`src/rtl/uart_cdc_pkg.sv`:
```
// Shared constants and helpers for the byte-stream to UART bridge.
package uart_cdc_pkg;

  // Default bit period: 48 MHz system clock, 115200 baud.
  localparam int UART_CLKS_PER_BIT = 417;

  // Offset from the first low sample of a start bit to the mid-bit sample point.
  function automatic int half_bit(input int clks_per_bit);
    return clks_per_bit / 2;
  endfunction

endpackage

```
`src/rtl/uart_rx.sv`:
```
// UART receiver: input synchronizer, 8N1 deframer, single-entry holding
// register with valid/ready output, frame-error and overrun pulses.
module uart_rx
  import uart_cdc_pkg::*;
#(
  parameter int CLKS_PER_BIT = UART_CLKS_PER_BIT
) (
  input  logic       clk_i,
  input  logic       rst_i,
  input  logic       rx_i,
  output logic [7:0] out_data_o,
  output logic       out_valid_o,
  input  logic       out_ready_i,
  output logic       frame_err_o,
  output logic       overrun_o
);

  localparam int            CW           = $clog2(CLKS_PER_BIT);
  localparam int            LP_HALF      = half_bit(CLKS_PER_BIT);
  localparam logic [CW-1:0] LP_ONE       = CW'(1);
  localparam logic [CW-1:0] LP_LAST      = CW'(CLKS_PER_BIT - 1);
  localparam logic [CW-1:0] LP_HALF_LAST = CW'(LP_HALF - 1);

  typedef enum logic [2:0] {
    RX_IDLE,
    RX_START,
    RX_DATA,
    RX_STOP,
    RX_WAIT_IDLE
  } rx_state_t;

  logic          r_sync1;
  logic          r_sync2;
  logic          w_rx;
  rx_state_t     r_state;
  logic [CW-1:0] r_cnt;
  logic [2:0]    r_idx;
  logic [7:0]    r_shift;
  logic          r_byte_done;
  logic          r_frame_err;
  logic [7:0]    r_out_data;
  logic          r_out_valid;
  logic          r_overrun;

  // Two-flop synchronizer; resets to the idle (high) line level.
  always_ff @(posedge clk_i or posedge rst_i) begin
    // NOTE: non-blocking assignments in clocked blocks so every flop samples
    // the pre-edge value of its neighbours, exactly like the hardware.
    if (rst_i) begin
      r_sync1 <= 1'b1;
      r_sync2 <= 1'b1;
    end else begin
      r_sync1 <= rx_i;
      r_sync2 <= r_sync1;
    end
  end

  assign w_rx = r_sync2;

  // Deframer: mid-bit sampling, false-start rejection, break/framing recovery.
  always_ff @(posedge clk_i or posedge rst_i) begin
    if (rst_i) begin
      r_state     <= RX_IDLE;
      r_cnt       <= '0;
      r_idx       <= '0;
      r_shift     <= '0;
      r_byte_done <= 1'b0;
      r_frame_err <= 1'b0;
    end else begin
      r_byte_done <= 1'b0;
      r_frame_err <= 1'b0;
      case (r_state)
        RX_IDLE: begin
          if (!w_rx) begin
            r_cnt   <= '0;
            r_state <= RX_START;
          end
        end
        RX_START: begin
          if (r_cnt == LP_HALF_LAST) begin
            r_cnt   <= '0;
            r_idx   <= '0;
            // A line that is high again at mid-start was only a glitch.
            r_state <= w_rx ? RX_IDLE : RX_DATA;
          end else begin
            r_cnt <= r_cnt + LP_ONE;
          end
        end
        RX_DATA: begin
          if (r_cnt == LP_LAST) begin
            r_cnt   <= '0;
            r_shift <= {w_rx, r_shift[7:1]};
            if (r_idx == 3'd7) r_state <= RX_STOP;
            else               r_idx   <= r_idx + 3'd1;
          end else begin
            r_cnt <= r_cnt + LP_ONE;
          end
        end
        RX_STOP: begin
          if (r_cnt == LP_LAST) begin
            r_cnt <= '0;
            if (w_rx) begin
              // Leave half a bit early so the next start edge is caught promptly.
              r_byte_done <= 1'b1;
              r_state     <= RX_IDLE;
            end else begin
              r_frame_err <= 1'b1;
              r_state     <= RX_WAIT_IDLE;
            end
          end else begin
            r_cnt <= r_cnt + LP_ONE;
          end
        end
        RX_WAIT_IDLE: begin
          if (w_rx) r_state <= RX_IDLE;
        end
        default: r_state <= RX_IDLE;
      endcase
    end
  end

  // Holding register: keeps the oldest unconsumed byte, flags drops as overrun.
  always_ff @(posedge clk_i or posedge rst_i) begin
    if (rst_i) begin
      r_out_data  <= '0;
      r_out_valid <= 1'b0;
      r_overrun   <= 1'b0;
    end else begin
      r_overrun <= 1'b0;
      if (r_byte_done) begin
        if (r_out_valid && !out_ready_i) begin
          r_overrun <= 1'b1;
        end else begin
          r_out_data  <= r_shift;
          r_out_valid <= 1'b1;
        end
      end else if (r_out_valid && out_ready_i) begin
        r_out_valid <= 1'b0;
      end
    end
  end

  assign out_data_o  = r_out_data;
  assign out_valid_o = r_out_valid;
  assign frame_err_o = r_frame_err;
  assign overrun_o   = r_overrun;

endmodule

```
`src/rtl/uart_cdc.sv`:
```
// Byte-stream to 8N1 UART bridge: valid/ready transmit stream serialized on
// uart_tx_o, received bytes presented on a valid/ready output stream.
module uart_cdc
  import uart_cdc_pkg::*;
#(
  parameter int CLKS_PER_BIT = UART_CLKS_PER_BIT  // minimum 4
) (
  input  logic       clk_i,
  input  logic       rst_i,
  input  logic [7:0] in_data_i,
  input  logic       in_valid_i,
  output logic       in_ready_o,
  output logic [7:0] out_data_o,
  output logic       out_valid_o,
  input  logic       out_ready_i,
  output logic       uart_tx_o,
  input  logic       uart_rx_i,
  output logic       rx_frame_err_o,
  output logic       rx_overrun_o
);

  localparam int            CW       = $clog2(CLKS_PER_BIT);
  localparam logic [CW-1:0] LP_ONE   = CW'(1);
  localparam logic [CW-1:0] LP_LAST  = CW'(CLKS_PER_BIT - 1);
  localparam logic [CW-1:0] LP_READY = CW'(CLKS_PER_BIT - 2);

  typedef enum logic [1:0] {
    TX_IDLE,
    TX_START,
    TX_DATA,
    TX_STOP
  } tx_state_t;

  tx_state_t     r_tx_state;
  logic [CW-1:0] r_tx_cnt;
  logic [2:0]    r_tx_idx;
  logic [7:0]    r_tx_byte;
  logic          r_tx;
  logic          r_in_ready;
  logic          w_tx_fire;

  assign w_tx_fire = in_valid_i & r_in_ready;

  // Transmitter: latch byte on handshake, shift out start/data/stop, and accept
  // the next byte on the last stop cycle so frames run back to back.
  always_ff @(posedge clk_i or posedge rst_i) begin
    if (rst_i) begin
      r_tx_state <= TX_IDLE;
      r_tx_cnt   <= '0;
      r_tx_idx   <= '0;
      r_tx_byte  <= '0;
      r_tx       <= 1'b1;
      r_in_ready <= 1'b1;
    end else begin
      case (r_tx_state)
        TX_IDLE: begin
          r_tx <= 1'b1;
          if (w_tx_fire) begin
            r_tx_byte  <= in_data_i;
            r_in_ready <= 1'b0;
            r_tx       <= 1'b0;
            r_tx_cnt   <= '0;
            r_tx_state <= TX_START;
          end
        end
        TX_START: begin
          if (r_tx_cnt == LP_LAST) begin
            r_tx_cnt   <= '0;
            r_tx_idx   <= '0;
            r_tx       <= r_tx_byte[0];
            r_tx_state <= TX_DATA;
          end else begin
            r_tx_cnt <= r_tx_cnt + LP_ONE;
          end
        end
        TX_DATA: begin
          if (r_tx_cnt == LP_LAST) begin
            r_tx_cnt <= '0;
            if (r_tx_idx == 3'd7) begin
              r_tx       <= 1'b1;
              r_tx_state <= TX_STOP;
            end else begin
              r_tx_idx <= r_tx_idx + 3'd1;
              r_tx     <= r_tx_byte[r_tx_idx + 3'd1];
            end
          end else begin
            r_tx_cnt <= r_tx_cnt + LP_ONE;
          end
        end
        TX_STOP: begin
          if (r_tx_cnt == LP_LAST) begin
            r_tx_cnt <= '0;
            if (w_tx_fire) begin
              r_tx_byte  <= in_data_i;
              r_in_ready <= 1'b0;
              r_tx       <= 1'b0;
              r_tx_state <= TX_START;
            end else begin
              r_tx_state <= TX_IDLE;
            end
          end else begin
            r_tx_cnt <= r_tx_cnt + LP_ONE;
            // Ready goes high for exactly the final stop cycle.
            if (r_tx_cnt == LP_READY) r_in_ready <= 1'b1;
          end
        end
        default: r_tx_state <= TX_IDLE;
      endcase
    end
  end

  assign uart_tx_o  = r_tx;
  assign in_ready_o = r_in_ready;

  uart_rx #(
    .CLKS_PER_BIT(CLKS_PER_BIT)
  ) u_rx (
    .clk_i       (clk_i),
    .rst_i       (rst_i),
    .rx_i        (uart_rx_i),
    .out_data_o  (out_data_o),
    .out_valid_o (out_valid_o),
    .out_ready_i (out_ready_i),
    .frame_err_o (rx_frame_err_o),
    .overrun_o   (rx_overrun_o)
  );

endmodule

```
`config.mk`:
```
export PLATFORM = sky130hd
export DESIGN_NAME = uart_cdc
export DESIGN_NICKNAME = d
export VERILOG_FILES = /design/src/rtl/uart_cdc_pkg.sv /design/src/rtl/uart_rx.sv /design/src/rtl/uart_cdc.sv
export SDC_FILE = /design/constraint.sdc
export NUM_CORES = 1
export LEC_CHECK = 0
export CORE_UTILIZATION = 60
export DETAILED_ROUTE_END_ITERATION = 8
export PLACE_DENSITY = 0.82
export SLEW_MARGIN = 40
export SYNTH_ARGS = -nofsm -noshare
export SYNTH_HDL_FRONTEND = slang
export SYNTH_HIERARCHICAL = 1
export SYNTH_SLANG_ARGS = --single-unit
```
`constraint.sdc`:
```
create_clock -name clk_i -period 3.15 [get_ports clk_i]
set_input_delay 0.315 -clock clk_i [delete_from_list [all_inputs] [get_ports clk_i]]
set_output_delay 0.315 -clock clk_i [all_outputs]
set_load 0.02 [all_outputs]
```
==> impl_summary.md <==
Yosys
Counting distinct cell types in the post-synthesis netlist gives 53. Counting flops and latches in the post-synthesis netlist gives 61. Sorting the synthesized cells by area gives the leading types as sky130_fd_sc_hd__dfrtp_1, sky130_fd_sc_hd__mux2_2, sky130_fd_sc_hd__ha_1.

The sequential cell area fraction in the yosys report is roughly half. For this run, asynchronously set or reset flops after synthesis account for 100.0%. The synthesized design devotes to its leading area cell type 45.80% of total area.

In the post-synthesis netlist, the cell with the most instances is sky130_fd_sc_hd__dfrtp_1. The number of nets in the synthesized netlist is 310. The cell accounting for the most synthesized area is sky130_fd_sc_hd__dfrtp_1. Yosys printed 6 warnings. The cell count after synthesis is 285. The cell area after synthesis is 0.003114 sq mm. The leading register cell type out of synthesis is sky130_fd_sc_hd__dfrtp_1.

After synthesis, the most frequently instantiated cells are sky130_fd_sc_hd__dfrtp_1, sky130_fd_sc_hd__nand2_1, sky130_fd_sc_hd__mux2_2, sky130_fd_sc_hd__inv_1, sky130_fd_sc_hd__o21ai_0. The number of enable-type register cells in the synthesized netlist is 0. The mean cell area of the mapped netlist is ~11 sq um.

Global routing
Entering global routing, the biggest net connects 25 pins. For met3 alone, demand over resource in global routing was a little under 6%. The most congested layer reported by global routing is met2. Global routing used approximately 24% of the available tracks across all layers. The first-pass GRT wire length is between 9000 and 10000 microns. The number of global-route vias before repair is about 2.1k. After global routing the overflow that remains totals 0.

The global-route met1 utilization is 29.98%. Global routing consumed, on the met2 layer, about two fifths of the routing resources. The initial antenna violation count is 0.

Timing
In the final timing run, aggregate negative setup slack is 0 ps. The number of failing hold endpoints at the final stage was 0. Once routing completed, OpenROAD measured the worst setup slack at 1097 ps.

The upper clock frequency limit is around 490 MHz. The headroom to the max-slew limit is around 55%. On the final layout, the worst hold slack is between 300 and 400 ps. Across the routed clock network, the largest skew measured is 10.55 ps.

At the pin with the least slew margin, the transition time is 670.6 ps. Setup repair after global routing left no endpoint under its margin. The worst path uses 65.18% of the clock period.

The shortest period the worst path allows is 2053 ps. Setup violations remaining at the end of the flow were counted as 0. The count of final max-slew check failures is 0.

Clock tree
The CTS tree is done. Post-CTS timing repair inserted 0 buffers for setup. The CTS clock-pin slew for the worst setup and hold paths is 70 ps. After clock tree synthesis, the repair step resized 0 gates. The number of buffers added by the clock tree synthesis step is 9. The total number of H-tree levels is 3. The number of hold buffers added after CTS was 0. CTS placed an instance of sky130_fd_sc_hd__clkbuf_8 at the clock tree root. The clock reaches the later pin of the worst-skew pair after 340 ps.

Counting every sink on the clock net gives 61. The worst-case clock buffer depth is 2.

Power and ir drop
The overall power after layout is about 1.5 mW. Power spread over the standard cell area amounts to 418.5 mW/mm^2. Summed over all cells, the static leakage comes to between 1.5 and 2 nW.

The maximum ir drop on the vdd rail is between 0.0003 and 0.0004 V.

Drt
The number of DRC markers after the initial detailed-route iteration is around 130. The count of vias placed by the detailed router is ~2.2k. The first detailed-routing pass ran for 4 iterations. After detailed routing, the number of vias per cell comes to 5.698. After detailed routing, the number of remaining DRC violations is 0.

The average routed wire per standard cell is 14.79 microns. Summed over all layers, the routed wires come to ~5700 microns. The count of antenna-violating nets left after detailed routing is 0.

Placed design
Counting tap cells, the placed design contains a total of between 300 and 400 instances. The placed instances occupy a cell area of ~0.0034 sq mm. The final estimated routing congestion in global placement is around 0.84. The number of buffer cells added on primary ports is 25. The worst setup slack after placement is about 1100 ps.

Detailed placement ended at an HPWL of 4071 microns.

Critical path
At the worst endpoint, the required time is 3410 ps. STA classifies the critical path endpoint as a flip-flop. The startpoint identified for the worst register-to-register timing path is u_rx/r_state[0].

The largest fanout of any net on the critical path is 9. The worst register-to-register path has a depth of 4. The startpoint type of the worst setup path is a flip-flop.

The critical path is of the reg2reg type. For the worst setup path, the data arrival time is between 2000 and 2500 ps. The launching instance or port of the critical path is u_rx/r_state[0]. The worst reg-to-reg setup slack is ~1100 ps.

Final layout
The number of nets in the finished design is 340. Fill cells in the final layout number 345. The final cell count without fillers is 387. 0 antenna diodes ended up in the layout. The final instance area is about 0.0036 sq mm.

The synthesis-to-layout area growth is 16.43%. The register area is roughly 0.0015 sq mm. The combined area of the multi-input logic cells is roughly 0.0015 sq mm. In the final layout, the share of cells above drive strength 1 is between 15 and 20%. Once layout is complete, the utilization of the core stands at 74.79%.

Job
The tool flagged a number of max-cap violations equal to 0.

Floorplanning
The area of the core region is between 0.004 and 0.005 sq mm. 26 I/O pins were placed. In this run the horizontal extent of the chip is between 70 and 80 microns. The floorplan step defined a die boundary enclosing between 0.005 and 0.006 sq mm.

The floorplan step set the die height to around 74 microns. The effective utilization at floorplan is 64.23%. The initialized floorplan defines 25 standard-cell rows.

Outcome
The flow ran to the end, and the final reports show no timing, DRC or antenna violations.

Hold path
The min-delay analysis places its worst path in the category in2async.
sequential cells by signal (all words and copies together) (netlist names), 2 cells and up:
name / flops
r_tx_byte: 8
r_tx_idx: 3
u_rx/r_cnt: 9
u_rx/r_idx: 3
r_tx_cnt: 9
r_tx_state: 2
u_rx/r_shift: 8
u_rx/r_state: 3
u_rx/out_data_o: 8
routing by layer:
metal  routed length, microns  vias to the layer above  share of wire, %
met5                        0                        -                 0
met4                       95                        0               1.7
met3                      190                        9               3.3
met2                     2852                       32                50
met1                     2585                     1080                45
li1                         -                     1084                 -
area by class of cell:
type	count	share of cell area, %
clock inverter	6	1.725
clock buffer	10	3.796
timing repair buffer	27	7.315
tap	67	2.312
multi-input combinational	199	40.86
sequential	61	42.24
inverter	17	1.760
cells by family (layout without fill, tap and decap cells):
kind of cell	Yosys count	in the layout	synth area share (%)
simple gates	89	89	16.23
flops	61	61	49.18
compound gates	59	59	12.58
mux	35	35	12.82
buf+inv	25	60	3.254
fa+ha+maj	12	12	4.821
xor+xnor	4	4	1.125
critical path, cell delays in order, from the launching register on:
cell,delay (ps)
sky130_fd_sc_hd__dfrtp_1,530
sky130_fd_sc_hd__or3b_2,530
sky130_fd_sc_hd__a41oi_1,530
sky130_fd_sc_hd__nor2_1,180
sky130_fd_sc_hd__o21ai_0,190
path summary, 6_finish.rpt:
kind,end
setup reg to reg,u_rx/r_cnt[8]
min in group clk_i,u_rx/r_sync2
hold / removal,r_tx_idx[2]
hold reg to reg,u_rx/r_sync2
max in group asynchronous,u_rx/r_sync2
setup / recovery,u_rx/r_cnt[8]
cell usage in the layout, fill, tap and decap left out, types with 5 or more instances in the layout:
cell type,n
sky130_fd_sc_hd__and3_1,7
sky130_fd_sc_hd__nor2_1,11
sky130_fd_sc_hd__inv_1,16
sky130_fd_sc_hd__a21oi_1,15
sky130_fd_sc_hd__a22o_1,6
sky130_fd_sc_hd__o21ai_0,17
sky130_fd_sc_hd__nand2_1,27
sky130_fd_sc_hd__mux2i_1,8
sky130_fd_sc_hd__nor3_1,6
sky130_fd_sc_hd__nand3_1,9
sky130_fd_sc_hd__dfrtp_1,57
sky130_fd_sc_hd__clkdlybuf4s50_1,25
sky130_fd_sc_hd__mux2_2,22
sky130_fd_sc_hd__clkbuf_8,10
sky130_fd_sc_hd__nand2b_1,5
sky130_fd_sc_hd__ha_1,12
power breakdown:
group / internal [mW] / total [mW] / switching [mW] / leakage, nW
Sequential: 0.786 / 0.788 / 0.00200 / 0.799
Combinational: 0.0145 / 0.0317 / 0.0173 / 0.796
Clock: 0.385 / 0.698 / 0.313 / 0.106
Total: 1.19 / 1.52 / 0.332 / 1.70
Power figures use the tool's default switching activity.
==> RTL change 1: new RTL, same flow settings <==
Make the reset (`rst_i`) synchronous in 4 clocked blocks.
--- a/src/rtl/uart_rx.sv
+++ b/src/rtl/uart_rx.sv
@@ -43,7 +43,7 @@
   logic          r_overrun;
 
   // Two-flop synchronizer; resets to the idle (high) line level.
-  always_ff @(posedge clk_i or posedge rst_i) begin
+  always_ff @(posedge clk_i) begin
     // NOTE: non-blocking assignments in clocked blocks so every flop samples
     // the pre-edge value of its neighbours, exactly like the hardware.
     if (rst_i) begin
@@ -58,7 +58,7 @@
   assign w_rx = r_sync2;
 
   // Deframer: mid-bit sampling, false-start rejection, break/framing recovery.
-  always_ff @(posedge clk_i or posedge rst_i) begin
+  always_ff @(posedge clk_i) begin
     if (rst_i) begin
       r_state     <= RX_IDLE;
       r_cnt       <= '0;
@@ -120,7 +120,7 @@
   end
 
   // Holding register: keeps the oldest unconsumed byte, flags drops as overrun.
-  always_ff @(posedge clk_i or posedge rst_i) begin
+  always_ff @(posedge clk_i) begin
     if (rst_i) begin
       r_out_data  <= '0;
       r_out_valid <= 1'b0;
--- a/src/rtl/uart_cdc.sv
+++ b/src/rtl/uart_cdc.sv
@@ -43,7 +43,7 @@
 
   // Transmitter: latch byte on handshake, shift out start/data/stop, and accept
   // the next byte on the last stop cycle so frames run back to back.
-  always_ff @(posedge clk_i or posedge rst_i) begin
+  always_ff @(posedge clk_i) begin
     if (rst_i) begin
       r_tx_state <= TX_IDLE;
       r_tx_cnt   <= '0;
Behaviour: differs if rst_i is asserted again (counterexample within 4 cycles, from zero or initial values and one cycle with rst_i high); with rst_i held inactive, the same outputs for 10 cycles.
==> RTL change 1 against the unedited design <==
Area after synthesis shrank 2.0%. Setup slack lost 0.041 ns. Design area shrank 1.8%. Count of clock-buffer cells in the layout shrank 1. Routed wire length grew 4.7%. Sequential cell count is the same. Global-route usage grew 0.65 points. First-iteration DRC count grew 0.78%. Die area shrank 2.0%.
Power is not compared: it rests on default switching activity, and its combinational part moved more than twofold at a synthesized area within 25%.
==> RTL change 1: results (changes against the unedited design) <==
outcome=finished, final reports clean; Vias=2471 (+12%); path depth of the worst reg2reg path=5 (+1); slowest CP cell=dfxtp_1; Async S/R FF share, synth=0% (-100 points); Syn Nets=358 (+15%); layout cells sized above 1=11.6% (-5.6 points); GR Util All Layers=24.9% (+0.65 points); crit-path max cell delay=0.43 ns (-0.10 ns); Reg2Reg Setup Slack=1.06 ns (-0.04 ns); placed cells=414 (+12%); largest net degree at the start of global routing=20 (-20%); met2 GRT Util=42.7% (+3.1 points); M1 WL=2690 microns (+4.1%); Post-Syn Instances=332 (+16%); met3 WL=258 microns (+36%); Worst Path Arrival=2.33 ns (+0.02 ns); DR iter-0 viols=129 (+0.78%); wire per inst=13.9 microns (-5.8%); post-synthesis xor/xnor area fraction=1.44% (+0.31 points); total wire length=5990 microns (+4.7%); fin nets=384 (+13%); pin slew with the least headroom to its limit=0.750 ns (+0.0798 ns); Setup Skew=0.00523 ns (-0.00532 ns); worst reg2reg startpoint=u_rx/r_state[0]; # fillers=386 (+12%); grt met1 use=28.9% (-1.1 points); most common flop cell mapped by yosys=dfxtp_1; CP Max Fanout=15 (+6); Tot Pwr=2270 uW; WL met2=2960 microns (+3.8%); Final GP Congestion=0.806 (-3.7%); Post-Synth Adder-Cell Area=5.33% (+0.51 points); crit path to=u_rx/r_state[2]; Hold Crit Class=reg2reg; global routing usage on met3=8.78% (+3.0 points)
RTL change 1: cell types whose count changed after synthesis, sizes merged, moves of 6 or more:
cell / unedited run / this run
a21oi: 16 / 10
nor2: 11 / 38
mux2i: 8 / 32
a22o: 6 / 0
nand3b: 0 / 6
nand2: 27 / 33
dfxtp: 0 / 61
mux2: 26 / 2
dfrtp: 57 / 0
o21ai: 17 / 8
RTL change 1: kinds of logic after synthesis:
family / Yosys count
flip-flops: 61
multiplexers: 36
adder cells (fa/ha/maj): 13
AO/OA/AOI/OAI: 49
AND/OR/NAND/NOR: 142
buffers and inverters: 26
XOR/XNOR: 5
RTL change 1: worst min path at each step:
| stage | start | end | slack [ns] | depth (start not counted) |
|---|---|---|---|---|
| global route | u_rx/r_sync1 | u_rx/r_sync2 | 0.47 | 1 |
| CTS | u_rx/r_sync1 | u_rx/r_sync2 | 0.45 | 1 |
| finish | u_rx/r_sync1 | u_rx/r_sync2 | 0.44 | 1 |
| detailed placement | u_rx/r_sync1 | u_rx/r_sync2 | 0.40 | 1 |
| global placement | u_rx/r_sync1 | u_rx/r_sync2 | 0.39 | 1 |
| floorplan | u_rx/r_sync1 | u_rx/r_sync2 | 0.39 | 1 |
RTL change 1: final cells by class:
class                           count  area share, %
Sequential cell                    61           34.3
Multi-Input combinational cell    245           48.5
Clock inverter                      7           2.32
Inverter                           13           1.37
Tap cell                           67           2.35
Timing Repair Buffer               28           7.66
Clock buffer                        9           3.48
RTL change 1: metrics by stage:
step / hold WS, ns / worst slack [ns] / area [sq um]
floorplan: 0.389 / 1.35 / 3050
detailed placement: 0.395 / 1.00 / 3360
CTS: 0.449 / 1.07 / 3560
global route: 0.467 / 0.837 / 3560
finish: 0.443 / 1.06 / 3560
global placement: 0.391 / 1.03 / 3350
==> RTL change 2: new RTL, config.mk and constraints unchanged <==
Without the edit above. Set the package constant `UART_CLKS_PER_BIT` to 1668 (it was 417).
--- a/src/rtl/uart_cdc_pkg.sv
+++ b/src/rtl/uart_cdc_pkg.sv
@@ -2,7 +2,7 @@
 package uart_cdc_pkg;
 
   // Default bit period: 48 MHz system clock, 115200 baud.
-  localparam int UART_CLKS_PER_BIT = 417;
+  localparam int UART_CLKS_PER_BIT = 1668;
 
   // Offset from the first low sample of a start bit to the mid-bit sample point.
   function automatic int half_bit(input int clks_per_bit);
Function: no difference found for any inputs over 10 cycles, from zero or initial values and one cycle with rst_i high; that may be too few to reach the edited logic, so the function may still have changed.
==> RTL change 2 against the unedited design <==
The flow now finishes with violations (DRC). Area after synthesis up 9.8%. Count of clock-buffer cells in the layout decreased by 1. First-iteration DRC count increased by 28%. Design area rose by 7.9%. Global-route usage hardly changed. Synthesized cell count is 9.1% higher. Core utilization down 3.8 points. Sequential share of layout area decreased by 0.52 points. Setup slack worse by 0.26 ns. Routed wire length is 16% higher. Sequential cell count is 4 higher. Highest routed layer unchanged.
Power is not compared: it rests on default switching activity, and its combinational part moved more than twofold at a synthesized area within 25%.
==> RTL change 2: results (changes against the unedited design) <==
# DRC=2 (+2); placed inst area=3710 sq um (+8.2%); dpl hpwl=4480 microns (+9.9%); Area Overhead vs Synth=14.3%; CP Max Fanout=11 (+2); largest net degree at the start of global routing=40 (+60%); grt met1 use=31.1% (+1.1 points); DRT Pass-1 Iters=6 (+2); DR iter-0 viols=164 (+28%); fraction of area in registers=41.7% (-0.52 points); multi-input combinational area share=42.8% (+2.0 points); WL met2=3300 microns (+16%); Reg2Reg Setup Slack=0.84 ns (-0.26 ns); outcome=finished with violations; Area contributors post-synth=dfrtp_1, mux2_2, ha_1; Post-Syn Instances=311 (+9.1%); failing checks=DRC; Non-Clock Buffer Count=26 (-3.7%); hold slack=0.366 ns (+0.0172 ns); Setup crit start=r_tx_cnt[2]; Setup Skew=0.00890 ns (-0.00165 ns); layout cells sized above 1=18.2% (+0.99 points); Crit path max-delay family=simple AND/OR/NAND/NOR gates; clk tree area frac=5.21% (-0.31 points); FF-to-FF End=r_tx_byte[3]; met3 WL=212 microns (+12%); Final GP Congestion=0.831 (-0.71%); Regs by FF count=r_tx_cnt: 11 flops, u_rx/r_cnt: 11 flops; met2 GRT Util=39.6% (+0.050 points); Hold Crit Class=reg2reg; global routing usage on met3=5.88% (+0.056 points); crit-path max cell delay=0.67 ns (+0.14 ns); unique cell type count in the Yosys netlist=63 (+19%); synth cell count leaders=dfrtp_1, nand2_1, o21ai_0; total wire length=6640 microns (+16%); wire per inst=16.1 microns (+8.7%); placed cells=397 (+7.0%); Syn Nets=336 (+8.4%); Vias=2483 (+13%); M1 WL=3060 microns (+18%); GR Util All Layers=24.3% (about the same); slowest CP cell=a211oi_4; num sequential=65 (+6.6%); sequential-to-total area share from yosys stat=47.7% (-1.5 points); multi-input gates=220 (+11%)
[RTL change 2: cell types whose count changed in the layout (fill, tap and decap cells not counted), sizes merged, moves of 4 or more]
cell and change:
o22ai -4, o21ai +6, and3 -4, a41oi +4, dfrtp +4, xnor2 -4, a22o -4
[RTL change 2: cell families (layout without fill, tap and decap cells)]
family          count (synthesis)  after routing  synth area share [%]
xor+xnor                        2              2                 0.512
compound gates                 76             76                  15.4
fa+ha+maj                      12             12                  4.39
buf+inv                        26             56                  3.33
mux                            35             35                  12.5
simple gates                   95             95                  16.2
flops                          65             65                  47.7
[RTL change 2: power breakdown]
group | switching [uW] | internal (uW) | leakage, uW | total, uW
Sequential | 124 | 955 | 0.000854 | 1080
Combinational | 327 | 304 | 0.000752 | 631
Clock | 343 | 371 | 0.0000960 | 715
